File: src/rtl/mem_bank_group_arbiter.sv
// Narrow/wide bank-group arbiter with anti-starvation wide priority and a response-valid delay line.
// Grants: zero latency; response valids lag grants by RespLat. Ungranted requesters hold their request (valid/ready).
module mem_bank_group_arbiter #(
    parameter int NumNarrowPerWide = 4,
    parameter int MaxWideStall     = 8,
    parameter int MaxWideBurst     = 4,
    parameter int RespLat          = 1
) (
    input  logic                        clk_i,
    input  logic                        rst_ni,
    input  logic [NumNarrowPerWide-1:0] narrow_req_i,
    output logic [NumNarrowPerWide-1:0] narrow_gnt_o,
    input  logic                        wide_req_i,
    output logic                        wide_gnt_o,
    output logic [NumNarrowPerWide-1:0] rsp_narrow_valid_o,
    output logic                        rsp_wide_valid_o,
    output logic                        wide_prio_o,
    output logic [7:0]                  stall_cnt_o
);

    localparam int GntW = NumNarrowPerWide + 1;
    localparam logic [7:0] StallMax = 8'(MaxWideStall);
    localparam logic [7:0] BurstMax = 8'(MaxWideBurst);

    typedef enum logic {
        NARROW_PRIO = 1'b0,
        WIDE_PRIO   = 1'b1
    } state_e;

    state_e                      r_state;
    state_e                      w_state_nxt;
    logic [7:0]                  r_stall;
    logic [7:0]                  w_stall_nxt;
    logic [7:0]                  r_burst;
    logic [7:0]                  w_burst_nxt;
    logic [NumNarrowPerWide-1:0] w_narrow_gnt;
    logic                        w_wide_gnt;
    logic [GntW-1:0]             w_gnt_vec;
    logic [GntW-1:0]             w_rsp;

    always_ff @(posedge clk_i) begin
        if (!rst_ni) begin
            r_state <= NARROW_PRIO;
            r_stall <= '0;
            r_burst <= '0;
        end else begin
            r_state <= w_state_nxt;
            r_stall <= w_stall_nxt;
            r_burst <= w_burst_nxt;
        end
    end

    always_comb begin
        w_narrow_gnt = '0;
        w_wide_gnt   = 1'b0;
        w_state_nxt  = r_state;
        w_burst_nxt  = r_burst;
        w_stall_nxt  = r_stall;

        if (r_state == NARROW_PRIO) begin
            w_narrow_gnt = narrow_req_i;
            w_wide_gnt   = wide_req_i && (narrow_req_i == '0);
        end else begin
            w_wide_gnt   = wide_req_i;
        end

        // A wide grant always clears the stall count, even on the cycle it would saturate.
        if (w_wide_gnt) begin
            w_stall_nxt = '0;
        end else if (wide_req_i && (r_stall < StallMax)) begin
            w_stall_nxt = r_stall + 8'd1;
        end

        case (r_state)
            NARROW_PRIO: begin
                if (w_stall_nxt == StallMax) begin
                    w_state_nxt = WIDE_PRIO;
                    w_burst_nxt = '0;
                end
            end
            WIDE_PRIO: begin
                if (w_wide_gnt) begin
                    w_burst_nxt = r_burst + 8'd1;
                end
                if (!wide_req_i || (w_burst_nxt == BurstMax)) begin
                    w_state_nxt = NARROW_PRIO;
                    w_stall_nxt = '0;
                end
            end
            default: w_state_nxt = NARROW_PRIO;
        endcase
    end

    assign w_gnt_vec = {w_wide_gnt, w_narrow_gnt};

    generate
        if (RespLat == 0) begin : g_no_pipe
            assign w_rsp = w_gnt_vec;
        end else begin : g_pipe
            logic [GntW-1:0] r_pipe [RespLat];

            always_ff @(posedge clk_i) begin
                if (!rst_ni) begin
                    for (int i = 0; i < RespLat; i++) begin
                        r_pipe[i] <= '0;
                    end
                end else begin
                    r_pipe[0] <= w_gnt_vec;
                    for (int i = 1; i < RespLat; i++) begin
                        r_pipe[i] <= r_pipe[i-1];
                    end
                end
            end

            assign w_rsp = r_pipe[RespLat-1];
        end
    endgenerate

    assign narrow_gnt_o       = w_narrow_gnt;
    assign wide_gnt_o         = w_wide_gnt;
    assign rsp_narrow_valid_o = w_rsp[NumNarrowPerWide-1:0];
    assign rsp_wide_valid_o   = w_rsp[NumNarrowPerWide];
    assign wide_prio_o        = (r_state == WIDE_PRIO);
    assign stall_cnt_o        = r_stall;

endmodule

File: config.mk
export PLATFORM = sky130hd
export DESIGN_NAME = mem_bank_group_arbiter
export DESIGN_NICKNAME = d
export VERILOG_FILES = /design/src/rtl/mem_bank_group_arbiter.sv
export SDC_FILE = /design/constraint.sdc
export NUM_CORES = 1
export LEC_CHECK = 0
export CELL_PAD_IN_SITES_DETAIL_PLACEMENT = 1
export CELL_PAD_IN_SITES_GLOBAL_PLACEMENT = 2
export CORE_MARGIN = 10
export CORE_UTILIZATION = 28
export CTS_CLUSTER_DIAMETER = 80
export DETAILED_ROUTE_END_ITERATION = 10
export PLACE_DENSITY = 0.85
export SLEW_MARGIN = 20
export SYNTH_ARGS = -nofsm -noshare
export SYNTH_HDL_FRONTEND = slang
export SYNTH_SLANG_ARGS = --single-unit
File: constraint.sdc
create_clock -name clk_i -period 2.7 [get_ports clk_i]
set_clock_uncertainty 0.1 [all_clocks]
set_input_delay 0.27 -clock clk_i [delete_from_list [all_inputs] [get_ports clk_i]]
set_output_delay 0.27 -clock clk_i [all_outputs]
set_load 0.01 [all_outputs]
==> results.json, run 1 <==
{
  "outcome": "complete, no violations",
  "die_area_um2": 7140,
  "viasPerCell": 5.11,
  "p_per_area_nw_per_um2": 430,
  "relSlewSlack_pct": 63.4,
  "fp-row-count": 23,
  "rsz0062_at_grt": "no",
  "critical_path_class": "input pin to output pin",
  "synth_warnings": 0,
  "drcViolationCount": 0,
  "clockRootBuffer": "clkbuf_8",
  "grt_pass1_vias": 1183,
  "min_to": "stall_cnt_o[1]$_SDFF_PN0_",
  "yosysSeqAreaShare_pct": 37.8,
  "antenna_found_initial": 0,
  "netlist.area_leader.share_pct": 37.8,
  "worstSetupEndpointType": "output pin",
  "setup_tns_ns": 0,
  "cts.sinks": 22,
  "grt_first_pass_wirelength_um": 5620,
  "timing.final.ws_setup_ns": 0.451,
  "p_leak_nw": 0.532,
  "hpwlAfterDp_um": 2640,
  "vias": 1115,
  "final_util_pct": 38.2,
  "rrSetupSlack_ns": 0.59,
  "period_needed_ns": 2.25,
  "critPathLaunchType": "input pin",
  "synth_edf_count": 0,
  "cap_violations": 0,
  "critical_path_required_ns": 2.33,
  "numCtsBuffers": 3,
  "cts_tree": "built",
  "fp.dieH_um": 84.5,
  "instances_no_fill": 218,
  "postCtsSetupBuffers": 0,
  "drt_first_iter_violations": 38,
  "total_power_mw": 0.657,
  "ys_top_cells_by_count": "22 x dfxtp_1, 14 x nand2_1, 10 x nor2_1",
  "ios": 26,
  "async_reset_ff_share_pct": 0,
  "syn_avg_cell_area_um2": 8.15,
  "worstPathMaxFanout": 5,
  "drive_gt1_share_pct": 7.74,
  "dp_slack_ns": 0.425,
  "portBuffers": 25,
  "synth.distinct_cells": 40,
  "timing.rr.start": "r_burst[0]$_SDFFE_PN0P_",
  "clk_pin_slew_ns": 0.08,
  "grt_use_total_pct": 9.19,
  "fp.dieW_um": 84.5,
  "cts_resized": 0,
  "drv_slew": 0,
  "ctsHtreeMaxLevel": 1,
  "cts-hold-fix-buffers": 0,
  "finalWirelength_um": 3260,
  "synthFlopType": "dfxtp_1",
  "synth_area_leaders": "dfxtp_1 38%, nand2_1 4.5%, and2_1 3.8%",
  "min-delay-start": "stall_cnt_o[1]$_SDFF_PN0_",
  "yosysMostFrequentCell": "dfxtp_1",
  "hold_ws_ns": 0.422,
  "grt_max_degree": 18,
  "hold_violations": 0,
  "drt-pass1-iter-count": 4,
  "min_period_over_period_pct": 83.3,
  "syn_to_final_growth_pct": 31.1,
  "final_area_um2": 1530,
  "reg2reg_depth": 5,
  "wl_per_cell_um": 15.0,
  "r2r_end": "wide_prio_o$_SDFF_PN0_",
  "place_area_um2": 1470,
  "holdPathStages": 2,
  "tightest_slew_ns": 0.549,
  "start_util_pct": 29.1,
  "dp.cells": 214,
  "synth_largest_area_cell": "dfxtp_1",
  "postSynthCellCount": 143,
  "syn-cell-area_um2": 1160,
  "clockBufferDepth": 2,
  "clkLatencyLatePin_ns": 0.27,
  "ys_ff_latch": 22,
  "synth_nets": 152,
  "nets": 178,
  "grt_remaining_overflow": 0,
  "max_freq_mhz": 445,
  "core_area_um2": 4000,
  "holdCritPathClass": "flip-flop to flip-flop",
  "route.antenna.remaining_nets": 0,
  "critPathArrivalTime_ns": 1.88,
  "antenna_cells": 0,
  "peakVddDrop_uv": 155,
  "finalSetupViolations": 0,
  "globalplace.congestion": 0.778
}
area by class of cell:
type	count	area [um2]
multi-input combinational	106	667
inverter	8	30.0
timing repair buffer	28	273
fill	498	2470
tap	50	62.6
sequential	22	440
clock buffer	4	55.1
critical path, stage by stage:
cell             delay (ns)
clkdlybuf4s50_1        0.43
nor4_1                 0.28
buf_4                  0.18
o21a_1                 0.16
clkdlybuf4s50_1        0.55
sequential cells by signal (all words and copies together) (netlist names):
signal,count
stall_cnt_o,8
g_pipe.r_pipe,5
wide_prio_o,1
r_burst,8
worst max path at each step:
stage	from	endpoint	slack (ns)	cells after the start
final	narrow_req_i[0]	wide_gnt_o	0.45	5
after global routing	narrow_req_i[0]	wide_gnt_o	0.34	5
after CTS	narrow_req_i[0]	wide_gnt_o	0.42	5
after detailed placement	narrow_req_i[0]	wide_gnt_o	0.42	5
after global placement	narrow_req_i[0]	wide_gnt_o	0.45	5
after floorplan	r_burst[0]$_SDFFE_PN0P_	wide_prio_o$_SDFF_PN0_	0.79	6
layout by cell type, fill, tap and decap left out, types with 6 or more instances in the layout:
| master | netlist | final |
|---|---|---|
| clkdlybuf4s50_1 | 0 | 25 |
| nor2b_1 | 6 | 6 |
| o21ai_0 | 8 | 8 |
| nor2_1 | 10 | 10 |
| inv_1 | 8 | 8 |
| nand2_1 | 14 | 14 |
| and2_1 | 7 | 7 |
| dfxtp_1 | 22 | 22 |
| nand3_1 | 8 | 8 |
logic make-up (layout without fill, tap and decap cells):
| kind of cell | count (synthesis) | in the layout | share of synthesized area, % |
|---|---|---|---|
| xor+xnor | 5 | 5 | 3.76 |
| simple gates | 67 | 67 | 30.7 |
| flops | 22 | 22 | 37.8 |
| fa+ha+maj | 2 | 2 | 2.15 |
| buf+inv | 15 | 40 | 4.94 |
| compound gates | 31 | 31 | 19.8 |
| mux | 1 | 1 | 0.859 |
per-layer routing:
metal / track usage [%] / wire [um]
met1: 10.0 / 1400
met2: 16.0 / 1630
met3: 2.61 / 172
met4: 4.19 / 58
met5: 0 / 0
report_power, final:
part / leakage [nW] / switching, mW / internal [mW] / total (mW)
clock network: 0.0288 / 0.114 / 0.130 / 0.244
registers: 0.179 / 0.00514 / 0.330 / 0.336
logic: 0.324 / 0.0359 / 0.0417 / 0.0776
total: 0.532 / 0.155 / 0.503 / 0.657
Power figures use the tool's default switching activity.
==> run 2, diff against run 1 <==
clock period = 2.28 ns   (was 2.7 ns; I/O delays follow)
==> results.json, run 2 (same netlist as run 1, synthesis figures left out) <==
{
  "p_per_area_nw_per_um2": 549,
  "grt_max_degree": 14,
  "fp.dieW_um": 84.5,
  "grt_remaining_overflow": 0,
  "portBuffers": 25,
  "reg2reg_depth": 5,
  "critical_path_class": "flip-flop to flip-flop",
  "holdPathStages": 2,
  "route.antenna.remaining_nets": 0,
  "p_leak_nw": 0.568,
  "antenna_found_initial": 0,
  "critical_path_required_ns": 2.32,
  "r2r_end": "r_burst[4]$_SDFFE_PN0P_",
  "cts_tree": "built",
  "drt-pass1-iter-count": 4,
  "place_area_um2": 1490,
  "min_to": "stall_cnt_o[1]$_SDFF_PN0_",
  "numCtsBuffers": 3,
  "drt_first_iter_violations": 34,
  "ctsHtreeMaxLevel": 1,
  "cap_violations": 0,
  "grt_first_pass_wirelength_um": 5800,
  "critPathArrivalTime_ns": 2.06,
  "clk_pin_slew_ns": 0.08,
  "antenna_cells": 0,
  "peakVddDrop_uv": 253,
  "clockBufferDepth": 2,
  "grt_use_total_pct": 9.33,
  "period_needed_ns": 2.02,
  "final_area_um2": 1570,
  "viasPerCell": 4.99,
  "globalplace.congestion": 0.800,
  "final_common_cell": "clkdlybuf4s50_1",
  "vias": 1097,
  "drv_slew": 0,
  "finalSetupViolations": 0,
  "rrSetupSlack_ns": 0.26,
  "outcome": "complete, no violations",
  "cts-hold-fix-buffers": 0,
  "cts_resized": 0,
  "grt_pass1_vias": 1176,
  "fill_cells": 482,
  "multi_input_area_um2": 673,
  "min_period_over_period_pct": 88.5,
  "wl_per_cell_um": 15.2,
  "postCtsSetupBuffers": 0,
  "worstSetupEndpointType": "flip-flop",
  "mostFrequentLayoutCells": "24 x clkdlybuf4s50_1, 22 x dfxtp_1, 14 x nand2_1",
  "drive_gt1_share_pct": 9.41,
  "holdCritPathClass": "flip-flop to flip-flop",
  "rsz0062_at_grt": "no",
  "timing.rr.start": "stall_cnt_o[7]$_SDFF_PN0_",
  "worstPathMaxFanout": 7,
  "start_util_pct": 29.1,
  "tightest_slew_ns": 0.356,
  "min-delay-start": "stall_cnt_o[1]$_SDFF_PN0_",
  "setup_tns_ns": 0,
  "nets": 180,
  "ios": 26,
  "die_area_um2": 7140,
  "critPathLaunchType": "flip-flop",
  "syn_to_final_growth_pct": 34.6,
  "seq_area_um2": 440,
  "hpwlAfterDp_um": 2700,
  "relSlewSlack_pct": 76.0,
  "finalWirelength_um": 3350,
  "max_freq_mhz": 496,
  "clkLatencyLatePin_ns": 0.27,
  "fp-row-count": 23,
  "core_area_um2": 4000,
  "hold_violations": 0,
  "fp.dieH_um": 84.5,
  "cts.sinks": 22,
  "clockRootBuffer": "clkbuf_8",
  "drcViolationCount": 0
}
## run 2: changes by cell type in the layout (fill, tap and decap cells not counted), sizes merged
cell	before	now
clkbuf	4	3
dlymetal6s2s	0	1
clkdlybuf4s50	25	24
buf	3	5
bufinv	0	1
## run 2: stage by stage
step / utilization (%) / power (mW) / hold slack, ns / setup WS (ns) / cells
floorplan: - / 0.451 / 0.250 / 0.369 / 143
CTS: 39.0 / 0.870 / 0.423 / 0.0710 / 220
global route: 39.2 / 0.897 / 0.445 / 0.104 / 220
detailed placement: 37.2 / 0.501 / 0.411 / 0.0836 / 216
finish: 39.2 / 0.860 / 0.415 / 0.263 / 220
global placement: 37.2 / 0.498 / 0.393 / 0.101 / 216
## run 2: power breakdown
| part | total (mW) | internal (mW) | switching, mW |
|---|---|---|---|
| combinational | 0.0941 | 0.0495 | 0.0445 |
| sequential | 0.397 | 0.391 | 0.00594 |
| clock | 0.369 | 0.235 | 0.134 |
| total | 0.860 | 0.676 | 0.184 |
## run 2: layer usage
metal | up-vias | GRT usage [%] | wire, um
li1 | 560 | - | -
met2 | 16 | 15.8 | 1660
met5 | - | 0 | 0
met1 | 519 | 11.5 | 1510
met4 | 0 | 2.10 | 27
met3 | 2 | 2.42 | 153
## run 2: critical path, cell delays in order (launching register included)
cell	delay [ns]
dfxtp_1	0.34
or4_4	0.57
a2111oi_4	0.30
a21oi_2	0.10
o21ai_2	0.33
o21ai_0	0.14
## run 2: worst max path at each step
stage / from / endpoint / slack [ns]
final: stall_cnt_o[7]$_SDFF_PN0_ / r_burst[4]$_SDFFE_PN0P_ / 0.26
after global routing: stall_cnt_o[7]$_SDFF_PN0_ / r_burst[3]$_SDFFE_PN0P_ / 0.10
after CTS: narrow_req_i[0] / wide_gnt_o / 0.07
after detailed placement: narrow_req_i[0] / wide_gnt_o / 0.08
after global placement: narrow_req_i[0] / wide_gnt_o / 0.10
after floorplan: r_burst[0]$_SDFFE_PN0P_ / wide_prio_o$_SDFF_PN0_ / 0.37
## run 2: layout make-up
cell class	count	area share [%]
tap	50	3.99
clock buffer	3	2.63
inverter	8	1.92
clock inverter	1	1.92
timing repair buffer	30	18.5
multi-input combinational	106	42.9
sequential	22	28.1
==> RTL change, RTL diff (flow settings as in run 2) <==
`RespLat`: 1 -> 2.
--- a/src/rtl/mem_bank_group_arbiter.sv
+++ b/src/rtl/mem_bank_group_arbiter.sv
@@ -6,3 +6,3 @@
     parameter int MaxWideBurst     = 4,
-    parameter int RespLat          = 1
+    parameter int RespLat          = 2
 ) (
Function: changed (Yosys sat finds a counterexample within 4 cycles, from zero or initial values and one cycle with rst_ni low).
==> RTL change against run 2 <==
- power down 0.29%
- via count down 2.1%
- worst setup slack worse by 0.031 ns
- non-clock buffer count unchanged
- first-iteration DRC count up 26%
- sequential cell count up 5
- maximum frequency down 1.5%
- cell area up 2.5%
- routed wire length down 0.45%
- synthesized area up 7.8%
- critical path type unchanged
- largest cell class unchanged
==> RTL change: results (changes against run 2) <==
| Metric | Value |
|---|---|
| Asr flop ratio synth | 0 (unchanged) |
| GRT Overall Usage | 0.0890 (-0.00432) |
| Worst slew pin tran | 0.510 ns (+0.154 ns) |
| Final WL | 3340 µm (-0.45%) |
| Synth Warn # | 0 (unchanged) |
| Worst reg2reg endpoint | r_burst[7] |
| Synthesized net count | 144 (-5.3%) |
| Average vias per placed instance | 5.04 (+1.1%) |
| Crit path max fanout | 8 (+1) |
| Hold path start | g_pipe.r_pipe[0][4] |
| Mux contribution to synthesized area | 0.0239 (+0.0153) |
| Max VDD drop | 0.000205 V (-19%) |
| Total CTS buffers | 3 (unchanged) |
| Seq/Total Area, Yosys | 0.430 (+0.0522) |
| Gpl congestion | 0.779 (-2.6%) |
| Top reg by flops | g_pipe.r_pipe |
| Worst min path class | flip-flop to flip-flop |
| H-tree depth | 1 (unchanged) |
| Initial antenna violation count | 0 (unchanged) |
| WHS Path Cells | 1 (-1) |
| Hold-fix buffers, CTS | 0 (unchanged) |
| Reg-to-reg slack, setup | 0.23 ns (-0.03 ns) |
| Hold WS | 0.340 ns (-0.0746 ns) |
| First-pass GRT wire length | 5460 µm (-5.8%) |
| Fillers | 517 (+7.3%) |
| Clk slew on worst S/H paths | ~0.09 ns |
| Share of layout cells above drive strength 1 | 0.0932 (-0.000950) |
| Vias in the first global route | 1,141 (-3.0%) |
| Xor and xnor fraction of the mapped netlist area | 0.0349 (-0.00273) |
| Pin count of the biggest net entering global routing | 15 (+1) |
| Leakage Power | 0.606 nW (+6.7%) |
| DR iter-0 viols | 43 (+26%) |
| Worst EP arrival | 2.12 ns (+0.06 ns) |
| Area contributors post-synth | dfxtp_1 (43%), and2_1 (7.5%), xor2_1 (3.5%), nand3_1 (3.2%), buf_4 (3.0%) |
| Fin nets | 171 (-5.0%) |
| DP Wirelength | 2690 µm (-0.60%) |
| Placed Area | 0.00156 mm² (+4.8%) |
| Number of setup buffers added after CTS | 0 (unchanged) |
| Adder-cell share of the synthesized area | 0.0199 (-0.00156) |
| Compound-Gate Fraction of Synth Area | 0.138 (-0.0592) |
| R2r startpoint | stall_cnt_o[1] |
| Port-buffer cells | 25 (unchanged) |
| Multi-input gate area | 646 µm² (-4.1%) |
| Commonest cells post-synth | dfxtp_1 (27), and2_1 (15), nand3_1 (8) |
| Status | complete, no violations |
| Hold EP | g_pipe.r_pipe[0][9] |
| Setup TNS | 0 ns (unchanged) |
| Number of diodes | 0 (unchanged) |
RTL change: changes by cell type in the layout (fill, tap and decap cells not counted), moves of 4 or more:
cell     change
inv_1        -4
dfxtp_1      +5
nand2_1      -7
o21ai_1      +7
o21ai_0      -6
and2_1       +8
RTL change: cell families (layout without fill, tap and decap cells):
group | Yosys count | after routing
buf+inv | 13 | 39
xor+xnor | 5 | 5
compound gates | 25 | 25
mux | 3 | 3
flops | 27 | 27
simple gates | 60 | 60
fa+ha+maj | 2 | 2
RTL change: worst max-delay path by stage:
| stage | from | end | slack (ns) | depth (start not counted) |
|---|---|---|---|---|
| 3_5_place_dp | narrow_req_i[0] | wide_gnt_o | 0.05 | 5 |
| 5_1_grt | stall_cnt_o[1] | r_burst[3] | 0.11 | 5 |
| 6_report | stall_cnt_o[1] | r_burst[7] | 0.23 | 5 |
| 3_3_place_gp | narrow_req_i[0] | wide_gnt_o | 0.12 | 5 |
| 4_1_cts | narrow_req_i[0] | wide_gnt_o | 0.05 | 5 |
| 2_1_floorplan | stall_cnt_o[0] | r_burst[7] | 0.48 | 5 |
RTL change: worst max-delay path, cell delays in order (launching register included):
cell and delay, ns:
dfxtp_1 0.44, ha_1 0.28, o32ai_1 0.42, a41oi_2 0.35
a31oi_1 0.27, o21ai_1 0.08
RTL change: per-stage QoR:
step	setup WS [ns]	instances	power, W
floorplan	0.478	135	0.000544
global placement	0.117	209	0.000591
detailed placement	0.0477	209	0.000596
CTS	0.0461	213	0.000865
global route	0.114	213	0.000897
finish	0.232	213	0.000858
RTL change: area by class of cell:
class,count,share of cell area
Clock buffer,4,0.0280
Inverter,5,0.0125
Multi-Input combinational cell,95,0.402
Sequential cell,27,0.336
Tap cell,52,0.0405
Timing Repair Buffer,30,0.181
RTL change: layer usage:
metal,vias up,routed length [µm],GRT usage
met5,-,0,0
met4,0,56,0.0353
met3,4,148,0.0187
met2,19,1750,0.170
met1,520,1390,0.0905
li1,531,-,-
RTL change: report_power, final:
part	internal [W]	switching, W
clock network	0.000125	0.000149
logic	0.0000494	0.0000461
registers	0.000482	0.00000598
total	0.000657	0.000201
